==> config.mk <==
export PLATFORM = sky130hd
export DESIGN_NAME = alu_exec_unit
export DESIGN_NICKNAME = d
export VERILOG_FILES = /design/src/rtl/alu_exec_unit.sv
export SDC_FILE = /design/constraint.sdc
export NUM_CORES = 1
export LEC_CHECK = 0
export BUFFER_PORTS_ARGS = -buffer_cell sky130_fd_sc_hd__buf_2
export CAP_MARGIN = 20
export CORE_UTILIZATION = 24
export CTS_BUF_LIST = sky130_fd_sc_hd__clkbuf_4 sky130_fd_sc_hd__clkbuf_8
export CTS_CLUSTER_SIZE = 8
export DETAILED_ROUTE_END_ITERATION = 8
export PLACE_DENSITY_LB_ADDON = 0.1
export SLEW_MARGIN = 20
export SYNTH_ARGS = -nofsm -noshare
export SYNTH_HDL_FRONTEND = slang
export SYNTH_SLANG_ARGS = --single-unit
==> constraint.sdc <==
create_clock -name clk -period 6.6 [get_ports clk]
set_input_delay 0.99 -clock clk [delete_from_list [all_inputs] [get_ports clk]]
set_output_delay 0.99 -clock clk [all_outputs]
set_load 0.005 [all_outputs]
==> src/rtl/alu_exec_unit.sv <==
// ALU execution unit: single-cycle logic/arithmetic ops plus an iterative shift-add multiply,
// with registered result and flags behind valid/ready handshakes.
module alu_exec_unit #(
    parameter int unsigned WIDTH = 32,
    parameter int unsigned CNT_W = 6
) (
    input  logic             clk,
    input  logic             rst_n,
    input  logic             in_valid,
    output logic             in_ready,
    input  logic [2:0]       alu_ctrl,
    input  logic [WIDTH-1:0] src_a,
    input  logic [WIDTH-1:0] src_b,
    output logic             out_valid,
    input  logic             out_ready,
    output logic [WIDTH-1:0] result,
    output logic             zero,
    output logic             overflow,
    output logic             illegal_op
);

    typedef enum logic [1:0] {StIdle, StMul, StDone} state_e;

    localparam logic [CNT_W-1:0] CntLast = CNT_W'(WIDTH - 1);

    state_e           state_q, state_d;
    logic             out_valid_q, out_valid_d;
    logic [WIDTH-1:0] result_q, result_d;
    logic             zero_q, zero_d;
    logic             overflow_q, overflow_d;
    logic             illegal_q, illegal_d;
    logic [WIDTH-1:0] mcand_q, mcand_d;
    logic [WIDTH-1:0] mplier_q, mplier_d;
    logic [WIDTH-1:0] acc_q, acc_d;
    logic [CNT_W-1:0] cnt_q, cnt_d;

    logic [WIDTH-1:0] sum, diff, op_res, acc_next;
    logic             op_ovf, op_ill, accept;

    assign in_ready   = (state_q == StIdle) && (!out_valid_q || out_ready);
    assign accept     = in_valid && in_ready;
    assign out_valid  = out_valid_q;
    assign result     = result_q;
    assign zero       = zero_q;
    assign overflow   = overflow_q;
    assign illegal_op = illegal_q;

    assign sum  = src_a + src_b;
    assign diff = src_a - src_b;

    always_comb begin
        op_res = '0;
        op_ovf = 1'b0;
        op_ill = 1'b0;
        case (alu_ctrl)
            3'b010: begin
                op_res = sum;
                op_ovf = (src_a[WIDTH-1] == src_b[WIDTH-1]) && (sum[WIDTH-1] != src_a[WIDTH-1]);
            end
            3'b110: begin
                op_res = diff;
                op_ovf = (src_a[WIDTH-1] != src_b[WIDTH-1]) && (diff[WIDTH-1] != src_a[WIDTH-1]);
            end
            3'b000: op_res = src_a & src_b;
            3'b001: op_res = src_a | src_b;
            // Signed compare directly, so an overflowing A-B cannot flip the answer
            3'b111: op_res = {{(WIDTH-1){1'b0}}, ($signed(src_a) < $signed(src_b))};
            3'b011: op_res = '0;
            default: op_ill = 1'b1;
        endcase
    end

    always_comb begin
        state_d     = state_q;
        out_valid_d = out_valid_q;
        result_d    = result_q;
        zero_d      = zero_q;
        overflow_d  = overflow_q;
        illegal_d   = illegal_q;
        mcand_d     = mcand_q;
        mplier_d    = mplier_q;
        acc_d       = acc_q;
        cnt_d       = cnt_q;
        acc_next    = mplier_q[0] ? acc_q + mcand_q : acc_q;

        case (state_q)
            StIdle: begin
                if (accept) begin
                    if (alu_ctrl == 3'b011) begin
                        mcand_d     = src_a;
                        mplier_d    = src_b;
                        acc_d       = '0;
                        cnt_d       = '0;
                        out_valid_d = 1'b0;
                        state_d     = StMul;
                    end else begin
                        out_valid_d = 1'b1;
                        result_d    = op_res;
                        zero_d      = (op_res == '0);
                        overflow_d  = op_ovf;
                        illegal_d   = op_ill;
                    end
                end else if (out_ready) begin
                    out_valid_d = 1'b0;
                end
            end
            StMul: begin
                acc_d    = acc_next;
                mcand_d  = mcand_q << 1;
                mplier_d = mplier_q >> 1;
                cnt_d    = cnt_q + 1'b1;
                if (cnt_q == CntLast) begin
                    result_d   = acc_next;
                    zero_d     = (acc_next == '0);
                    overflow_d = 1'b0;
                    illegal_d  = 1'b0;
                    state_d    = StDone;
                end
            end
            StDone: begin
                // One extra cycle before presenting the product gives the WIDTH+1 latency
                if (!out_valid_q) begin
                    out_valid_d = 1'b1;
                end else if (out_ready) begin
                    out_valid_d = 1'b0;
                    state_d     = StIdle;
                end
            end
            default: state_d = StIdle;
        endcase
    end

    always_ff @(posedge clk or negedge rst_n) begin
        if (!rst_n) begin
            state_q     <= StIdle;
            out_valid_q <= 1'b0;
            result_q    <= '0;
            zero_q      <= 1'b0;
            overflow_q  <= 1'b0;
            illegal_q   <= 1'b0;
            mcand_q     <= '0;
            mplier_q    <= '0;
            acc_q       <= '0;
            cnt_q       <= '0;
        end else begin
            state_q     <= state_d;
            out_valid_q <= out_valid_d;
            result_q    <= result_d;
            zero_q      <= zero_d;
            overflow_q  <= overflow_d;
            illegal_q   <= illegal_d;
            mcand_q     <= mcand_d;
            mplier_q    <= mplier_d;
            acc_q       <= acc_d;
            cnt_q       <= cnt_d;
        end
    end

endmodule
# Word-level counts from Yosys, hierarchy flattened

Cells that the tools add are included.
W data, S select, Z words.

Output and inout port bits: 37
Input port bits: 71
Word-level logic and storage cells: 96
Register bits: 140

Muxes and demuxes: 43
Equality and inequality tests: 19
Bitwise logic cells: 2
Magnitude comparators: 1
Reductions and logical operators: 17
$add $sub $neg: 4

Operators by type and width:

| kind                  | number |
|---|---|
| $mux W32              | 10 |
| $pmux W32 S2          | 4 |
| $pmux W32 S5          | 1 |
| $add A32 B32 Y32      | 2 |
| $logic_not A32 Y1     | 2 |
| $and A32 B32 Y32      | 1 |
| $lt A32 B32 Y1        | 1 |
| $or A32 B32 Y32       | 1 |
| $sub A32 B32 Y32      | 1 |
| $mux W1               | 14 |
| $mux W6               | 2 |
| $pmux W6 S2           | 1 |
| $mux W2               | 5 |
| $ne A2 B2 Y1 const B  | 5 |
| $pmux W1 S2           | 5 |
| $add A6 B1 Y6 const B | 1 |
| $eq A3 B2 Y1 const B  | 2 |
| $eq A3 B3 Y1 const B  | 2 |
| $eq A6 B5 Y1 const B  | 1 |
| $pmux W2 S3           | 1 |
| $reduce_and A5 Y1     | 1 |
| $reduce_or A5 Y1      | 1 |
| $logic_and A1 B1 Y1   | 4 |
| $reduce_and A4 Y1     | 1 |
| 14 further kinds      | 17 |

# Logic depth before layout (Yosys ltp)

Depth after elaboration: 7
Mapped depth: 15
Gate-level depth less buffers: 15

# Least setup slack after synthesis

OpenSTA, ideal clock, no wires.

Kind: input -> register
Start point: in src_a[0]
End point: reg zero_q (netlist: zero)
Buffers on the path: 0
Setup time: 0.069 ns
Arrival time: 3.865 ns
Required time: 6.531 ns
Stages: 15
Path slack: 2.666 ns
Path through: inv_1 -> ha_1 -> fa_1 -> nor2_1 -> o311ai_2 -> a211oi_2 -> a21oi_2 -> nor4_4 -> o21bai_1 -> a31oi_4 -> mux2i_1 -> a311o_1 -> a2111oi_2 -> nand4_1 -> nand3_1

Cells in the longest elaborated chain, start to end: 6
Elaborated cells between the ends (all ways): 10
Classes of those cells: add/sub: 2; order compare: 1; mux: 4; bitwise: 2; reduce/logical: 1

RTL lines:

| what                                           | line | source |
|---|---|---|
| from (decl)                                    | 12   | `input logic [WIDTH-1:0] src_a,` |
| $sub A32 B32 Y32, or another cell as far along | 49   | `assign diff = src_a - src_b;` |
| $pmux W32 S5 (*)                               | 55   | `case (alu_ctrl)` |
| $logic_not A32 Y1 (*)                          | 99   | `zero_d = (op_res == '0);` |
| $mux W1 (*)                                    | 89   | `if (alu_ctrl == 3'b011) begin` |
| $mux W1 (*)                                    | 88   | `if (accept) begin` |
| $pmux W1 S2 (*)                                | 86   | `case (state_q)` |
| to (signal assigned)                           | 149  | `zero_q <= zero_d;` |
| to (decl)                                      | 29   | `logic zero_q, zero_d;` |

Every way passes the cells marked *; elsewhere a longest branch is shown, timed or not. The select of a mux whose other input is x is not followed.
A chain may end at the register's enable or synchronous reset.

# Final worst setup path

Start point: in src_a[9]
End point: reg zero_q (netlist: zero)

Same word-level chain as after synthesis.

==> flow_summary_export.csv <==
group,metric,value,unit
synth,synth_fp_nets,1946,
finish,multi_input_comb_area,9000,sq um
synth,portion_of_the_post_synthesis_area_used_by_sequential_elements,0.264,
drt,final_routed_wire_length_divided_by_cell_count,21.1,um
cts,ctsResizeCount,0,
floorplanning,initial_utilization,0.245,
cts,cts_root_buf,"sky130_fd_sc_hd__clkbuf_8",
synth,most_numerous_cell_in_the_yosys_netlist,"sky130_fd_sc_hd__nand2_1",
timing,timing.clock.skew,25.1,ps
synth,yosys.area.top_type,"sky130_fd_sc_hd__dfrtp_1",
synth,yosys-top-cells-count,"sky130_fd_sc_hd__nand2_1, sky130_fd_sc_hd__nor2_1, sky130_fd_sc_hd__a21oi_1, sky130_fd_sc_hd__ha_1, sky130_fd_sc_hd__dfrtp_1",
placed_design,buffer_ports.inserted,107,
worst_hold_path,worst_hold_path_type,"flop to flop",
worst_setup_path,top_fanout_value_on_the_critical_path,10,
synth,synth_area_per_cell,7.68,sq um
cts,number_of_hold_buffers_added_after_cts,0,
flow_run,maxCapViolCount,0,
worst_setup_path,setup.worst_path.class,"input port to flop",
finish,area_growth,11.5,%
timing,timing_max_transition_violations_final,0,
worst_setup_path,crit_path_cell_trace,"buf_2 > inv_1 > ha_1 > inv_1 > nor3_1 > a31oi_1 > nand2_1 > xor2_1 > a2111oi_1 > nand4_1 > nor4_1 > nand4b_1 > nor4_4 > nand4_1 > nand3_1",
synth,synth.distinct_cells,85,
drt,drtPass1Iterations,5,
floorplanning,design.die.area,56200,sq um
grt,grtUsageTotal,0.189,
cts,post_cts_repair_setup_buffers,0,
finish,fillcell_total,6051,
worst_setup_path,crit_path_max_incr_delay,810,ps
worst_setup_path,cp_data_arrival_time,5250,ps
synth,postSynth.topFlopCell,"sky130_fd_sc_hd__dfrtp_1",
finish,final_layout_size_suffix_gt1_frac,0.112,
synth,yosys_register_bits,140,
timing,setup_repair_after_global_routing_missed_its_margin,"no",
timing,fin_tns_setup,0,ps
pwr,maximum_vdd_ir_drop,0.221,mV
synth,synthCells,1729,
floorplanning,floorplan.io_pins,108,
floorplanning,core_region_area,54200,sq um
grt,pin_count_of_the_biggest_net_entering_global_routing,111,
finish,seq_area,3500,sq um
timing,timing_worst_slew_pin_value,992,ps
placed_design,place.gp.congestion,0.868,
synth,yosysTopAreaCellShare,0.264,
outcome,outcome,"finished clean",
finish,stdcell_area,14800,sq um
floorplanning,total_number_of_placement_rows,85,
timing,fmax,210,MHz
worst_setup_path,worst-endpoint-required,7080,ps
timing,finalCritPeriodShare,0.723,
grt,grt_antenna_before_repair,3,
drt,finalWirelength,52100,um
synth,post_synth_instance_area,13300,sq um
cts,cts_tree,"built",
timing,setup-violations-final,0,
worst_setup_path,crit_path_end_kind,"flop",
pwr,powerDensity,444,nW/um^2
placed_design,post_dp_cell_area,14400,sq um
finish,design.final.nets,1981,
drt,total_via_count_after_detailed_routing,12800,
grt,grt_overflow_total,0,
synth,count_of_warnings_emitted_by_yosys,0,
drt,remaining_drc_errors,0,
cts,cts.sinks,140,
pwr,cellLeakagePower,6.75,nW
synth,synth_edf_count,0,
worst_setup_path,start_kind,"input port",
grt,first_global_vias,12700,
cts,cts_htree_levels,4,
worst_setup_path,critical_path.slowest_cell,"sky130_fd_sc_hd__a2111oi_1",
cts,worst_skew_pair_later_pin_latency,560,ps
worst_setup_path,crit_family,"simple AND/OR/NAND/NOR gates",
timing,max_slew_margin,0.335,
drt,dr.first_iter.drc_count,758,
cts,clockBufferDepth,2,
worst_setup_path,worst_path_buffer_plus_inverter_count,3,
synth,ys_top_cells_by_area,"sky130_fd_sc_hd__dfrtp_1, sky130_fd_sc_hd__ha_1, sky130_fd_sc_hd__nand2_1",
timing,period_needed,4770,ps
timing,final_hold_viol_count,0,
floorplanning,die-height,237,um
drt,antenna_violating_nets_post_route,0,
cts,cts.clk_slew.worst_paths,90,ps
synth,synthArstFlopShare,1.00,
floorplanning,die-width,237,um
drt,post_dr_vias_cell,5.17,
cts,cts-buffers-inserted,17,
grt,grt_pass1_wl,80300,um
placed_design,dpl.hpwl,39700,um
## final cells by class
| class | count | share of cell area |
|---|---|---|
| multi-input cells | 1377 | 0.608 |
| flip-flops and latches | 140 | 0.237 |
| well taps | 696 | 0.0588 |
| repair buffers | 121 | 0.0446 |
| inverters | 107 | 0.0271 |
| clock buffers | 21 | 0.0183 |
| clock inverters | 11 | 0.00583 |
| diodes | 2 | 0.000338 |
## worst register-to-register path, stage by stage, from the launching register on
cell and delay, ps:
sky130_fd_sc_hd__dfrtp_1 440, sky130_fd_sc_hd__ha_1 270, sky130_fd_sc_hd__fa_1 410, sky130_fd_sc_hd__a21o_1 220, sky130_fd_sc_hd__nand4_1 120, sky130_fd_sc_hd__a21oi_1 130, sky130_fd_sc_hd__o2111ai_1 280, sky130_fd_sc_hd__nand2_1 180
sky130_fd_sc_hd__a41oi_1 530, sky130_fd_sc_hd__o21ai_1 130, sky130_fd_sc_hd__xor2_1 150, sky130_fd_sc_hd__mux2_2 300, sky130_fd_sc_hd__nor4b_1 430, sky130_fd_sc_hd__nand4_1 180, sky130_fd_sc_hd__nand3_1 130
## sequential cells by signal, indices dropped and copies added, names as in the netlist
| name | count |
|---|---|
| zero | 1 |
| result | 32 |
| out_valid | 1 |
| mplier_q | 32 |
| state_q | 2 |
| mcand_q | 32 |
| acc_q | 32 |
| overflow | 1 |
| illegal_op | 1 |
| cnt_q | 6 |
## per-layer routing
| metal | vias to the layer above | track usage | share of wire |
|---|---|---|---|
| met2 | 258 | 0.296 | 0.45 |
| met5 | - | 0 | 0.00025 |
| li1 | 6221 | - | - |
| met4 | 2 | 0.0520 | 0.019 |
| met1 | 6249 | 0.266 | 0.49 |
| met3 | 54 | 0.0308 | 0.039 |
## worst paths after layout
kind	start	end	slack (ps)	cells after the start
worst max-delay path	src_a[9]	zero	1830	15
worst min-delay path	result[10]	result[10]	480	2
worst max register to register	mcand_q[0]	zero	2650	14
worst min register to register	result[10]	result[10]	480	2
max in group asynchronous	rst_n	mplier_q[0]	4660	2
min in group asynchronous	rst_n	mplier_q[7]	500	1
## metrics by stage
step | util | setup WS, ps | std cells | total power [mW] | hold WS [ps]
detailed placement | 0.266 | 1040 | 2441 | 5.90 | 467
floorplan | - | 2670 | 1729 | 4.62 | 463
CTS | 0.273 | 1650 | 2473 | 6.65 | 488
finish | 0.273 | 1830 | 2475 | 6.58 | 477
global route | 0.273 | 1560 | 2474 | 7.23 | 522
global placement | 0.266 | 1020 | 2441 | 5.91 | 458
## kinds of logic after synthesis
family / share of synthesized area
flops: 0.264
buf+inv: 0.0605
simple gates: 0.198
compound gates: 0.267
fa+ha+maj: 0.139
xor+xnor: 0.0383
mux: 0.0324
## cell usage in the layout (no fill, tap or decap), types with 5 or more instances in the layout
cell,count
sky130_fd_sc_hd__a211oi_1,34
sky130_fd_sc_hd__o21ai_1,15
sky130_fd_sc_hd__xor2_1,21
sky130_fd_sc_hd__o221ai_1,5
sky130_fd_sc_hd__a21o_1,37
sky130_fd_sc_hd__a31oi_1,74
sky130_fd_sc_hd__nor3_1,22
sky130_fd_sc_hd__a21oi_1,142
sky130_fd_sc_hd__inv_1,104
sky130_fd_sc_hd__nand4_1,19
sky130_fd_sc_hd__o41ai_1,5
sky130_fd_sc_hd__dfrtp_1,139
sky130_fd_sc_hd__buf_2,106
sky130_fd_sc_hd__clkinvlp_4,5
sky130_fd_sc_hd__o21a_1,5
sky130_fd_sc_hd__nand2_1,253
sky130_fd_sc_hd__o21ai_0,83
sky130_fd_sc_hd__mux2_2,15
sky130_fd_sc_hd__nor4_1,16
sky130_fd_sc_hd__nor2b_1,19
sky130_fd_sc_hd__nand2b_1,12
sky130_fd_sc_hd__xnor2_1,37
sky130_fd_sc_hd__and2_1,5
sky130_fd_sc_hd__o211ai_1,16
sky130_fd_sc_hd__nor3b_1,6
sky130_fd_sc_hd__and3_1,5
sky130_fd_sc_hd__ha_1,143
sky130_fd_sc_hd__a22o_1,11
sky130_fd_sc_hd__a2111oi_0,6
sky130_fd_sc_hd__o31ai_1,16
sky130_fd_sc_hd__o22ai_1,14
sky130_fd_sc_hd__mux2i_1,25
sky130_fd_sc_hd__or3_1,8
sky130_fd_sc_hd__buf_4,13
sky130_fd_sc_hd__o21bai_1,14
sky130_fd_sc_hd__nor2_1,169
sky130_fd_sc_hd__nand3_1,30
sky130_fd_sc_hd__clkbuf_8,18
## power breakdown
part           switching (mW)  leakage, nW  internal [mW]
clock                   0.430        0.170          0.285
sequential              0.315         1.69           1.28
combinational            2.64         4.89           1.63
total                    3.38         6.75           3.20
Power figures use the tool's default switching activity.
